`src/rtl/io_bus_responder_pkg.sv`:
```
// rtl/io_bus_responder_pkg.sv - shared offsets, CTRL bit positions and bus FSM states
package pa_io_resp;

  localparam logic [2:0] OFS_CTRL     = 3'd0;
  localparam logic [2:0] OFS_STATUS   = 3'd1;
  localparam logic [2:0] OFS_RELOAD_L = 3'd2;
  localparam logic [2:0] OFS_RELOAD_H = 3'd3;
  localparam logic [2:0] OFS_COUNT_L  = 3'd4;
  localparam logic [2:0] OFS_COUNT_H  = 3'd5;
  localparam logic [2:0] OFS_SCRATCH  = 3'd6;
  localparam logic [2:0] OFS_ID       = 3'd7;

  localparam logic [7:0] ID_VALUE = 8'h5A;

  localparam int bitpos_ctrl_tmr_en      = 0;
  localparam int bitpos_ctrl_auto_reload = 1;
  localparam int bitpos_ctrl_irq_en      = 2;

  typedef enum logic [1:0] {IDLE, WAIT, ACCESS, HOLD} e_bus_state;

endpackage

```
`src/rtl/io_resp_timer.sv`:
```
// rtl/io_resp_timer.sv - 16-bit interval timer with CTRL/STATUS/RELOAD/COUNT registers and irq
module io_resp_timer
  import pa_io_resp::*;
(
  input  logic       clk,
  input  logic       arst,
  input  logic       i_wr,
  input  logic       i_rd,
  input  logic [2:0] i_ofs,
  input  logic [7:0] i_wdata,
  output logic [7:0] o_rdata,
  output logic       o_irq
);

  logic [2:0]  r_ctrl;
  logic        r_expired;
  logic [15:0] r_reload;
  logic [16:0] r_count;
  logic [7:0]  r_snap;

  logic        w_ctrl_wr;
  logic        w_expire;
  logic        w_en_rise;
  logic [2:0]  w_ctrl_nxt;
  logic [16:0] w_reload_val;

  assign w_ctrl_wr    = i_wr & (i_ofs == OFS_CTRL);
  assign w_expire     = r_ctrl[bitpos_ctrl_tmr_en] & (r_count == 17'd1);
  assign w_en_rise    = w_ctrl_wr & i_wdata[bitpos_ctrl_tmr_en] & ~r_ctrl[bitpos_ctrl_tmr_en];
  assign w_reload_val = (r_reload == 16'd0) ? 17'h10000 : {1'b0, r_reload};

  // A CTRL write in the expiry cycle overrides the one-shot auto-disable.
  always_comb begin
    w_ctrl_nxt = r_ctrl;
    if (w_ctrl_wr)
      w_ctrl_nxt = i_wdata[2:0];
    else if (w_expire & ~r_ctrl[bitpos_ctrl_auto_reload])
      w_ctrl_nxt[bitpos_ctrl_tmr_en] = 1'b0;
  end

  always_ff @(posedge clk) begin
    if (arst) begin
      r_ctrl    <= 3'd0;
      r_expired <= 1'b0;
      r_reload  <= 16'd0;
      r_count   <= 17'd0;
      r_snap    <= 8'd0;
    end else begin
      r_ctrl <= w_ctrl_nxt;
      if (w_en_rise)
        r_count <= w_reload_val;
      else if (w_expire)
        r_count <= w_ctrl_nxt[bitpos_ctrl_tmr_en] ? w_reload_val : 17'd0;
      else if (r_ctrl[bitpos_ctrl_tmr_en])
        r_count <= r_count - 17'd1;
      if (w_expire)
        r_expired <= 1'b1;
      else if (i_wr & (i_ofs == OFS_STATUS) & i_wdata[0])
        r_expired <= 1'b0;
      if (i_wr & (i_ofs == OFS_RELOAD_L))
        r_reload[7:0] <= i_wdata;
      if (i_wr & (i_ofs == OFS_RELOAD_H))
        r_reload[15:8] <= i_wdata;
      if (i_rd & (i_ofs == OFS_COUNT_L))
        r_snap <= r_count[15:8];
    end
  end

  always_comb begin
    o_rdata = 8'd0;
    case (i_ofs)
      OFS_CTRL:     o_rdata = {5'd0, r_ctrl};
      OFS_STATUS:   o_rdata = {7'd0, r_expired};
      OFS_RELOAD_L: o_rdata = r_reload[7:0];
      OFS_RELOAD_H: o_rdata = r_reload[15:8];
      OFS_COUNT_L:  o_rdata = r_count[7:0];
      OFS_COUNT_H:  o_rdata = r_snap;
      default:      o_rdata = 8'd0;
    endcase
  end

  assign o_irq = r_expired & r_ctrl[bitpos_ctrl_irq_en];

endmodule

```
`src/rtl/io_bus_responder.sv`:
```
// rtl/io_bus_responder.sv - IO-window bus target with wait states; timer built under IO_RESP_TIMER_EN
module io_bus_responder
  import pa_io_resp::*;
#(
  parameter logic [15:0] BASE_ADDR   = 16'hFF80,
  parameter int          WAIT_STATES = 2
) (
  input  logic        clk,
  input  logic        arst,
  input  logic [21:0] address,
  input  logic        rd,
  input  logic        wr,
  input  logic        mem_io,
  input  logic [7:0]  data_in,
  output logic [7:0]  data_out,
  output logic        data_oe,
  output logic        wait_req,
  output logic        irq_out
);

  localparam logic [3:0] LP_WS     = 4'(WAIT_STATES);
  localparam logic       LP_DIRECT = (WAIT_STATES <= 1);
  localparam logic       LP_HAS_WS = (WAIT_STATES != 0);

  e_bus_state r_state, w_state_nxt;
  logic [3:0] r_wcnt, w_wcnt_nxt;
  logic [7:0] r_data_out, r_scratch;
  logic       r_data_oe;
  logic       w_hit, w_wr_commit, w_rd_commit, w_irq;
  logic [2:0] w_ofs;
  logic [7:0] w_rdata, w_tmr_rdata;
  logic       w_unused;

  assign w_hit    = ~mem_io & (address[15:3] == BASE_ADDR[15:3]) & (~rd | ~wr);
  assign w_ofs    = address[2:0];
  assign w_unused = ^address[21:16];

  // The first hit cycle already counts as one wait state, so WAIT covers the rest.
  always_comb begin
    w_state_nxt = r_state;
    w_wcnt_nxt  = r_wcnt;
    wait_req    = 1'b0;
    w_wr_commit = 1'b0;
    w_rd_commit = 1'b0;
    case (r_state)
      IDLE: begin
        if (w_hit) begin
          wait_req    = LP_HAS_WS;
          w_wcnt_nxt  = LP_WS;
          w_state_nxt = LP_DIRECT ? ACCESS : WAIT;
        end
      end
      WAIT: begin
        wait_req = 1'b1;
        if (!w_hit) begin
          w_state_nxt = IDLE;
        end else begin
          w_wcnt_nxt = r_wcnt - 4'd1;
          if (r_wcnt == 4'd2)
            w_state_nxt = ACCESS;
        end
      end
      ACCESS: begin
        if (w_hit) begin
          if (!rd) w_rd_commit = 1'b1;
          else     w_wr_commit = 1'b1;
        end
        w_state_nxt = HOLD;
      end
      HOLD: begin
        if (rd && wr)
          w_state_nxt = IDLE;
      end
      default: w_state_nxt = IDLE;
    endcase
    if (arst) begin
      wait_req    = 1'b0;
      w_wr_commit = 1'b0;
      w_rd_commit = 1'b0;
    end
  end

  always_ff @(posedge clk) begin
    if (arst) begin
      r_state    <= IDLE;
      r_wcnt     <= 4'd0;
      r_data_out <= 8'd0;
      r_data_oe  <= 1'b0;
      r_scratch  <= 8'd0;
    end else begin
      r_state <= w_state_nxt;
      r_wcnt  <= w_wcnt_nxt;
      if (w_rd_commit) begin
        r_data_out <= w_rdata;
        r_data_oe  <= 1'b1;
      end else begin
        r_data_oe <= r_data_oe & (r_state == HOLD) & ~(rd & wr);
      end
      if (w_wr_commit && (w_ofs == OFS_SCRATCH))
        r_scratch <= data_in;
    end
  end

  always_comb begin
    w_rdata = 8'd0;
    case (w_ofs)
      OFS_SCRATCH: w_rdata = r_scratch;
      OFS_ID:      w_rdata = ID_VALUE;
      default:     w_rdata = w_tmr_rdata;
    endcase
  end

`ifdef IO_RESP_TIMER_EN
  io_resp_timer u_timer (
    .clk     (clk),
    .arst    (arst),
    .i_wr    (w_wr_commit),
    .i_rd    (w_rd_commit),
    .i_ofs   (w_ofs),
    .i_wdata (data_in),
    .o_rdata (w_tmr_rdata),
    .o_irq   (w_irq)
  );
`else
  assign w_tmr_rdata = 8'd0;
  assign w_irq       = 1'b0;
`endif

  assign data_out = r_data_out;
  assign data_oe  = r_data_oe;
  assign irq_out  = w_irq;

endmodule
```
`config.mk`:
```
export PLATFORM = sky130hd
export DESIGN_NAME = io_bus_responder
export DESIGN_NICKNAME = d
export VERILOG_FILES = /design/src/rtl/io_bus_responder_pkg.sv /design/src/rtl/io_resp_timer.sv /design/src/rtl/io_bus_responder.sv
export SDC_FILE = /design/constraint.sdc
export NUM_CORES = 1
export LEC_CHECK = 0
export BUFFER_PORTS_ARGS = -buffer_cell sky130_fd_sc_hd__clkbuf_2
export CORE_MARGIN = 4
export CORE_UTILIZATION = 45
export CTS_BUF_LIST = sky130_fd_sc_hd__clkbuf_16
export CTS_CLUSTER_SIZE = 8
export DETAILED_ROUTE_END_ITERATION = 7
export PLACE_DENSITY = 0.75
export SYNTH_ARGS = -nofsm -noshare
export SYNTH_HDL_FRONTEND = slang
export SYNTH_SLANG_ARGS = --single-unit
```
`constraint.sdc`:
```
create_clock -name clk -period 3.6 [get_ports clk]
set_clock_uncertainty 0.05 [all_clocks]
set_input_delay 0.72 -clock clk [delete_from_list [all_inputs] [get_ports clk]]
set_output_delay 0.72 -clock clk [all_outputs]
set_load 0.01 [all_outputs]
```
==> results of run 1 <==
-- final cells by class --
type / instances / area, sq um / area share (%)
Multi-Input combinational cell: 95 / 651 / 45.3
Clock inverter: 1 / 5.00 / 0.348
Timing Repair Buffer: 38 / 190 / 13.2
Sequential cell: 23 / 460 / 32.0
Clock buffer: 3 / 75.1 / 5.22
Tap cell: 30 / 37.5 / 2.61
Inverter: 5 / 18.8 / 1.31
-- path summary, 6_finish.rpt --
kind                            slack, ns  cells past startpoint          from           end
worst max-delay path                 0.82                      6    address[4]      wait_req
worst min register to register       0.41                      2  r_scratch[6]  r_scratch[6]
worst min-delay path                 0.41                      2  r_scratch[6]  r_scratch[6]
worst max register to register       1.87                      4      register   data_out[7]
-- registers in the layout, summed over array words and instances, names as in the netlist, named ones only --
register / cells
data_out: 8
r_state: 1
r_scratch: 8
r_wcnt: 4
data_oe: 1
-- cell usage in the layout (no fill, tap or decap), drive strengths merged --
cell | Yosys | layout
a211oi | 1 | 1
a21oi | 3 | 3
a311oi | 1 | 1
a31oi | 2 | 2
a32o | 1 | 1
and3 | 1 | 1
and4b | 1 | 1
clkbuf | 5 | 41
clkinv | 0 | 1
conb | 1 | 1
dfxtp | 23 | 23
ha | 2 | 2
inv | 5 | 5
mux2 | 4 | 4
mux2i | 12 | 12
nand2 | 24 | 24
nand2b | 1 | 1
nand3 | 5 | 5
nand3b | 1 | 1
nand4 | 3 | 3
nand4b | 2 | 2
nor2 | 5 | 5
nor2b | 4 | 4
nor3 | 4 | 4
nor4 | 1 | 1
nor4b | 2 | 2
nor4bb | 1 | 1
o2111ai | 1 | 1
o21ai | 7 | 7
o31ai | 2 | 2
or3 | 1 | 1
or4 | 1 | 1
or4b | 1 | 1
-- logic make-up after synthesis --
group                    Yosys count
adder cells (fa/ha/maj)            2
flip-flops                        23
buffers and inverters             11
other                              1
multiplexers                      16
AND/OR/NAND/NOR                   58
AO/OA/AOI/OAI                     18
-- per-layer routing --
metal | global-route usage, % | up-vias | routed length [microns]
li1 | - | 537 | -
met1 | 18.6 | 488 | 1120
met2 | 28.9 | 25 | 1340
met3 | 2.85 | 4 | 124
met4 | 7.44 | 0 | 26
met5 | 0 | - | 0
-- per-stage QoR --
step / setup WS (ns) / area (sq um) / std cells / hold slack, ns
after floorplan: 1.07 / 1160 / 129 / 0.382
after global placement: 0.847 / 1360 / 191 / 0.392
after detailed placement: 0.846 / 1360 / 191 / 0.402
after CTS: 0.828 / 1440 / 195 / 0.411
after global routing: 0.606 / 1440 / 195 / 0.438
final: 0.818 / 1440 / 195 / 0.407
-- critical path, cell delays in order --
cell and delay [ns]:
sky130_fd_sc_hd__clkbuf_2 0.08, sky130_fd_sc_hd__nand4b_4 0.16, sky130_fd_sc_hd__nor4b_2 0.60, sky130_fd_sc_hd__nand3_1 0.15
sky130_fd_sc_hd__a21oi_1 0.15, sky130_fd_sc_hd__clkbuf_2 0.15
-- power groups by stage --
stage | clock network (mW) | logic [mW] | registers (mW)
3_3_place_gp | 0 | 0.0314 | 0.260
5_1_grt | 0.254 | 0.0363 | 0.254
6_report | 0.238 | 0.0326 | 0.254
4_1_cts | 0.243 | 0.0328 | 0.254
3_5_place_dp | 0 | 0.0327 | 0.260
2_1_floorplan | 0 | 0.0139 | 0.260
==> reports/results.ini, run 1 <==
[detailed_routing]
routed_wire_length_per_instance_microns=13.4
ant_nets=0
initial_drc_count=41
routed_via_density=5.41
drc_errors=0
totalWireLength_mm=2.62
total_number_of_vias=1054
detailedRoute.firstPassIterationCount=4

[cells_and_area]
nNetsFinal=203
layout-drive-gt1-share_pct=30.9
antennaDiodeCount=0
final_util_pct=58.6
final.fill_count=224
areaGrowthSynthToFinish_pct=24.4

[logic_synthesis]
yosysUniqueCellTypes=35
ys_async_sr_fraction_pct=0
synth.mux.area_fraction_pct=14.3
syn_nets=166
ys_warn_count=0
synth_top_family_by_area=simple AND/OR/NAND/NOR gates
synthesis.instances=129
number_of_synthesized_register_bits=23
yosysTopAreaCell=sky130_fd_sc_hd__dfxtp_1
synth_adder_area_share_pct=2.16
synthesis.area_per_instance_sq_um=8.96
yosysSeqAreaShare_pct=39.8
synth-edff-count=0
synthTopCellsByCount=sky130_fd_sc_hd__nand2_1 (24), sky130_fd_sc_hd__dfxtp_1 (23), sky130_fd_sc_hd__mux2i_1 (12)
xor_and_xnor_area_share_after_synthesis_pct=0
postSynth.topFlopCell=sky130_fd_sc_hd__dfxtp_1
ys_top_cells_by_area=sky130_fd_sc_hd__dfxtp_1 (40%), sky130_fd_sc_hd__mux2i_1 (10%), sky130_fd_sc_hd__nand2_1 (7.8%)
synth_top_cell_area_share_pct=39.8
netlist_area_sq_um=1160
yosysMostFrequentCell=sky130_fd_sc_hd__nand2_1
synth-simple-area-share_pct=29.8
synth_compound_area_share_pct=9.74

[sta]
min_period_over_period_pct=77.3
rsz0062_at_grt=false
setup_viol_count_final=0
maxClockFrequency_ghz=0.359
setup_total_negative_slack_ns=0
worstMarginPinSlew_ns=0.707
relSlewSlack_pct=52.5
period_needed_ns=2.78
hold_violation_count_in_the_final_report=0
timing.final.max_slew_violations=0

[die]
io-pin-count=46
chipHeight_microns=58.7
design.die.area_sq_um=3440
fp-row-count=18
die_x_microns=58.7
floorplan.core_area_sq_um=2450
start_util_pct=47.1

[global_route]
grt_start_max_net_pins=24
grt_pass1_wl_mm=4.39
number_of_global_route_vias_before_repair=1083
overflow=0
number_of_antenna_violations_at_the_first_check_in_global_routing=0
grtUsageTotal_pct=16.2

[cts]
clk_root_buffer_cell=sky130_fd_sc_hd__clkbuf_16
htreeDepth=1
cts_sinks=23
cts_setup_buffers=0
cts_tree=done
cts.hold.buffers_added=0
clkSlewWorstSetupHoldPaths_ns=0.06
worstSkewPairLatency_ns=0.25
clock_tree.buffer_depth=2
cts_inserted_buffers=3
post_cts_resized=0

[pwr]
net-switching-power_mw=0.106
fraction_of_power_spent_switching_nets_pct=20.2
reg_power_share_pct=48.5
power_per_unit_of_standard_cell_area_nw_per_um2=365
internal_power_mw=0.419
total_power_mw=0.525
combinationalPowerShare_pct=6.2
clock_power_share_pct=45.3
power.leakage_nw=0.616
worst_ir_drop_vdd_mv=0.310

[setup_path]
maximum_fanout_along_the_worst_path=7
path_class=in -> out
worst_setup_path_end_kind=output pin
worst-endpoint-arrival_ns=2.01
critical_path_required_ns=2.83
startpoint_type=primary input

[place]
place.gp.congestion=0.718
port_buffers=38
detailed_placement_wirelength_estimate_mm=1.97

[job]
max_cap_viol_count=0

[status]
status=complete, no violations

[hold_path]
min_path_type=reg -> reg

(Power assumes the default switching activity.)
==> run 2, diff against run 1 <==
--- a/config.mk
+++ b/config.mk
@@ -7,11 +7,11 @@
 export LEC_CHECK = 0
 export BUFFER_PORTS_ARGS = -buffer_cell sky130_fd_sc_hd__clkbuf_2
 export CORE_MARGIN = 4
-export CORE_UTILIZATION = 45
+export CORE_UTILIZATION = 42
 export CTS_BUF_LIST = sky130_fd_sc_hd__clkbuf_16
 export CTS_CLUSTER_SIZE = 8
 export DETAILED_ROUTE_END_ITERATION = 7
-export PLACE_DENSITY = 0.75
+export PLACE_DENSITY = 0.74
 export SYNTH_ARGS = -nofsm -noshare
 export SYNTH_HDL_FRONTEND = slang
 export SYNTH_SLANG_ARGS = --single-unit
==> constraint.sdc (replaced) <==
create_clock -name clk -period 2.3 [get_ports clk]
set_clock_uncertainty 0.05 [all_clocks]
set_input_delay 0.46 -clock clk [delete_from_list [all_inputs] [get_ports clk]]
set_output_delay 0.46 -clock clk [all_outputs]
set_load 0.01 [all_outputs]
==> run 2 against run 1 <==
Compared with the run above:
- wire length down 1.2%
- hold slack worse by 0.030 ns
- cell count up 3.1%
- largest power group unchanged
- sequential share of layout area down 0.97 points
- die area up 6.2%
- setup slack worse by 0.60 ns
- largest cell class unchanged
- critical path depth unchanged
- via count up 0.66%
- clock power up 56%
- combinational power up 63%
- core utilization down 0.30 points
- highest routed layer unchanged
==> reports/results.ini, run 2 (synthesis gave the netlist of run 1 again) <==
[sta]
hold_violation_count_in_the_final_report=0
timing.final.max_slew_violations=0
maxClockFrequency_ghz=0.481
min_period_over_period_pct=90.4
setup_total_negative_slack_ns=0
rsz0062_at_grt=false
worst_hold_slack_ns=0.377
setup_viol_count_final=0
period_needed_ns=2.08

[hold_path]
min_path_type=in -> reg

[die]
io-pin-count=46
design.die.area_sq_um=3660
floorplan.core_area_sq_um=2540
chipHeight_microns=60.5
fp-row-count=18
start_util_pct=45.4
die_x_microns=60.5

[detailed_routing]
initial_drc_count=41
routed_wire_length_per_instance_microns=12.9
met1_length_mm=1.12
detailedRoute.firstPassIterationCount=4
routed-wl-met3_microns=145
ant_nets=0
drc_errors=0
routed_via_density=5.28
met2_wirelength_mm=1.31
highest-signal-layer=met4
total_number_of_vias=1061
totalWireLength_mm=2.58

[cells_and_area]
layout-drive-gt1-share_pct=33.3
nNetsFinal=209
final_common_cell=sky130_fd_sc_hd__clkbuf_2
antennaDiodeCount=0
layout.cells.most_common_list=sky130_fd_sc_hd__clkbuf_2 (38), sky130_fd_sc_hd__nand2_1 (24), sky130_fd_sc_hd__dfxtp_1 (23)
areaGrowthSynthToFinish_pct=28.2

[setup_path]
worst_setup_path_end_kind=output pin
timing.critical_path.slowest_cell_delay_ns=0.35
worst-r2r-setup-slack_ns=0.77
worstPathCellList=clkbuf_2 -> nor4bb_1 -> and4b_1 -> nand3_1 -> a21oi_1 -> clkbuf_2
startpoint_type=primary input
worst-endpoint-arrival_ns=1.57
critical_path_required_ns=1.79
path_class=in -> out
cpMaxStageDelayCell=sky130_fd_sc_hd__nor4bb_1
maximum_fanout_along_the_worst_path=3
worst_path_most_repeated_cell=sky130_fd_sc_hd__clkbuf_2

[pwr]
power.leakage_nw=0.645
power_per_unit_of_standard_cell_area_nw_per_um2=556
worst_ir_drop_vdd_mv=0.466

[global_route]
grt_pass1_wl_mm=4.32
overflow=0
grtUsageTotal_pct=15.1
number_of_global_route_vias_before_repair=1005
number_of_antenna_violations_at_the_first_check_in_global_routing=0
grt_start_max_net_pins=23

[cts]
clock_tree.buffer_depth=2
htreeDepth=1
clk_root_buffer_cell=sky130_fd_sc_hd__clkbuf_16
cts_tree=done
worstSkewPairLatency_ns=0.25
post_cts_resized=0
cts_setup_buffers=0
cts.hold.buffers_added=0
cts_sinks=23
clkSlewWorstSetupHoldPaths_ns=0.06
cts_inserted_buffers=3

[status]
status=complete, no violations

[place]
detailed_placement_wirelength_estimate_mm=2.03
place.gp.congestion=0.800
port_buffers=38

[job]
max_cap_viol_count=0

## run 2: final cells by class
cell class / instances / area (sq um)
Timing Repair Buffer: 44 / 235
Clock buffer: 3 / 75.1
Fill cell: 237 / 1060
Inverter: 5 / 18.8
Multi-Input combinational cell: 95 / 651
Sequential cell: 23 / 460
Clock inverter: 1 / 5.00
Tap cell: 30 / 37.5
## run 2: metrics by stage
step | setup slack [ns] | std cells | power (mW) | utilization, % | cell area, sq um
2_1_floorplan | 0.201 | 129 | 0.429 | - | 1160
3_3_place_gp | 0.101 | 197 | 0.458 | 55.1 | 1400
3_5_place_dp | 0.0710 | 197 | 0.460 | 55.1 | 1400
4_1_cts | 0.250 | 201 | 0.830 | 58.3 | 1480
5_1_grt | 0.140 | 201 | 0.854 | 58.3 | 1480
6_report | 0.221 | 201 | 0.824 | 58.3 | 1480
## run 2: critical path, delay by kind of cell
family          cells  cell delay, ns
compound gates      1            0.14
buf+inv             2            0.23
simple gates        3            0.75
## run 2: routing by layer
layer  track usage [%]  up-vias
met3              3.19        2
met1              19.0      485
met5                 0        -
met2              26.5       31
met4              3.72        0
li1                  -      543
## run 2: final timing paths
kind | start | to | cells after the start
max | address[6] | wait_req | 6
min | data_in[6] | r_scratch[6] | 3
max reg2reg | register | register | 4
min reg2reg | r_scratch[3] | r_scratch[3] | 2
## run 2: power by group
| part | switching (mW) | leakage (nW) | internal, mW |
|---|---|---|---|
| Clock | 0.139 | 0.0409 | 0.234 |
| Combinational | 0.0276 | 0.419 | 0.0256 |
| Sequential | 0.00000277 | 0.185 | 0.398 |
| Total | 0.166 | 0.645 | 0.657 |
==> run 3, diff against run 2 <==
--- a/config.mk
+++ b/config.mk
@@ -7,11 +7,11 @@
 export LEC_CHECK = 0
 export BUFFER_PORTS_ARGS = -buffer_cell sky130_fd_sc_hd__clkbuf_2
 export CORE_MARGIN = 4
-export CORE_UTILIZATION = 42
+export CORE_UTILIZATION = 40
 export CTS_BUF_LIST = sky130_fd_sc_hd__clkbuf_16
 export CTS_CLUSTER_SIZE = 8
 export DETAILED_ROUTE_END_ITERATION = 7
-export PLACE_DENSITY = 0.74
+export PLACE_DENSITY = 0.71
 export SYNTH_ARGS = -nofsm -noshare
 export SYNTH_HDL_FRONTEND = slang
 export SYNTH_SLANG_ARGS = --single-unit
==> run 3 against run 2 <==
Compared with the run above:
- cell count up 0.50%
- core utilization down 4.4 points
- sequential share of layout area fell by 0.079 points
- hold slack got worse by 0.0031 ns
- clock power up 4%
- global-route usage rose by 1.3 points
- register-to-register slack lost 0.04 ns
- die area is 4.3% higher
- non-clock buffer count unchanged
- combinational power about the same
==> reports/results.ini, run 3 (synthesis gave the netlist of run 1 again) <==
[sta]
maxClockFrequency_ghz=0.497
rsz0062_at_grt=false
timing.final.max_slew_violations=0
setup_viol_count_final=0
hold_violation_count_in_the_final_report=0
setup_total_negative_slack_ns=0
period_needed_ns=2.01
min_period_over_period_pct=87.5

[job]
max_cap_viol_count=0

[cts]
worstSkewPairLatency_ns=0.26
clock_tree.buffer_depth=2
cts_inserted_buffers=3
cts.hold.buffers_added=0
post_cts_resized=0
cts_setup_buffers=0
cts_sinks=23
clk_root_buffer_cell=sky130_fd_sc_hd__clkbuf_16
htreeDepth=1
cts_tree=done
clkSlewWorstSetupHoldPaths_ns=0.06

[place]
place.gp.congestion=0.871
detailed_placement_wirelength_estimate_mm=2.02
port_buffers=38

[hold_path]
min_path_type=in -> reg
hold_depth=3

[detailed_routing]
drc_errors=0
detailedRoute.firstPassIterationCount=4
totalWireLength_mm=2.69
routed_wire_length_per_instance_microns=13.3
initial_drc_count=83
total_number_of_vias=1072
ant_nets=0
routed_via_density=5.31

[global_route]
number_of_global_route_vias_before_repair=1051
grtUsageTotal_pct=16.4
grt_start_max_net_pins=17
overflow=0
number_of_antenna_violations_at_the_first_check_in_global_routing=0
grt_pass1_wl_mm=4.60

[setup_path]
cp-endpoint=wait_req
timing.critical_path.slowest_cell_delay_ns=0.33
worst-endpoint-arrival_ns=1.50
worst-r2r-setup-slack_ns=0.73
crit_family=simple AND/OR/NAND/NOR gates
crit_cells=6
path_class=in -> out
critical_path_required_ns=1.79
cp-startpoint=address[6]
worst_setup_path_end_kind=output pin
buffering_stage_count_on_the_worst_path_with_inverters_included=2
cpMaxStageDelayCell=sky130_fd_sc_hd__nor4bb_1
worstPathCellList=clkbuf_2 -> nor4bb_1 -> and4b_1 -> nand3_1 -> a21oi_1 -> clkbuf_2
r2r_cells=4
maximum_fanout_along_the_worst_path=2
worst_path_most_repeated_cell=sky130_fd_sc_hd__clkbuf_2
startpoint_type=primary input

[die]
io-pin-count=46
floorplan.core_area_sq_um=2760
chipHeight_microns=61.8
fp-row-count=19
start_util_pct=41.9
design.die.area_sq_um=3810
die_x_microns=61.8

[pwr]
total_power_mw=0.837
worst_ir_drop_vdd_mv=0.517
power.leakage_nw=0.641
power_per_unit_of_standard_cell_area_nw_per_um2=563

[cells_and_area]
nNetsFinal=209
layout.cells.most_common_list=sky130_fd_sc_hd__clkbuf_2 (38), sky130_fd_sc_hd__nand2_1 (24), sky130_fd_sc_hd__dfxtp_1 (23)
antennaDiodeCount=0
areaGrowthSynthToFinish_pct=28.6
final.fill_count=264
final_common_cell=sky130_fd_sc_hd__clkbuf_2
layout-drive-gt1-share_pct=33.3

[status]
status=complete, no violations

[run 3: worst min-delay path, cell delays in order]
cell	delay, ns
sky130_fd_sc_hd__clkbuf_2	0.08
sky130_fd_sc_hd__nand2_1	0.04
sky130_fd_sc_hd__mux2i_1	0.05
[run 3: stage by stage]
step / std cells / cell area (sq um) / hold slack (ns) / setup slack, ns / util (%)
2_1_floorplan: 129 / 1160 / 0.382 / 0.201 / -
3_3_place_gp: 198 / 1400 / 0.391 / 0.0920 / 50.9
3_5_place_dp: 198 / 1400 / 0.401 / 0.0831 / 50.9
4_1_cts: 202 / 1490 / 0.374 / 0.275 / 53.9
5_1_grt: 202 / 1490 / 0.386 / 0.132 / 53.9
6_report: 202 / 1490 / 0.374 / 0.287 / 53.9
[run 3: cell type report]
type                            instances  area [sq um]  share of cell area [%]
Clock buffer                            3          75.1                    5.05
Clock inverter                          1          7.51                   0.505
Inverter                                5          18.8                    1.26
Multi-Input combinational cell         95           651                    43.8
Sequential cell                        23           460                    31.0
Tap cell                               31          38.8                    2.61
Timing Repair Buffer                   44           235                    15.8
[run 3: how the worst min path moves through the flow]
stage,start,end,slack (ns)
2_1_floorplan,r_scratch[1],r_scratch[1],0.38
3_5_place_dp,r_scratch[4],r_scratch[4],0.40
4_1_cts,data_in[3],r_scratch[3],0.37
3_3_place_gp,r_scratch[3],r_scratch[3],0.39
6_report,data_in[3],r_scratch[3],0.37
5_1_grt,data_in[7],r_scratch[7],0.39
[run 3: power breakdown]
part           internal (mW)  switching, mW
registers              0.398     0.00000271
clock network          0.236          0.150
logic                 0.0255         0.0274
[run 3: per-layer routing]
layer / GRT usage [%] / part of all wire [%] / up-vias
met2: 28.7 / 50 / 30
met4: 5.45 / 1.0 / 0
met3: 4.96 / 6.7 / 4
li1: - / - / 543
met1: 19.1 / 43 / 495
met5: 0 / 0 / -
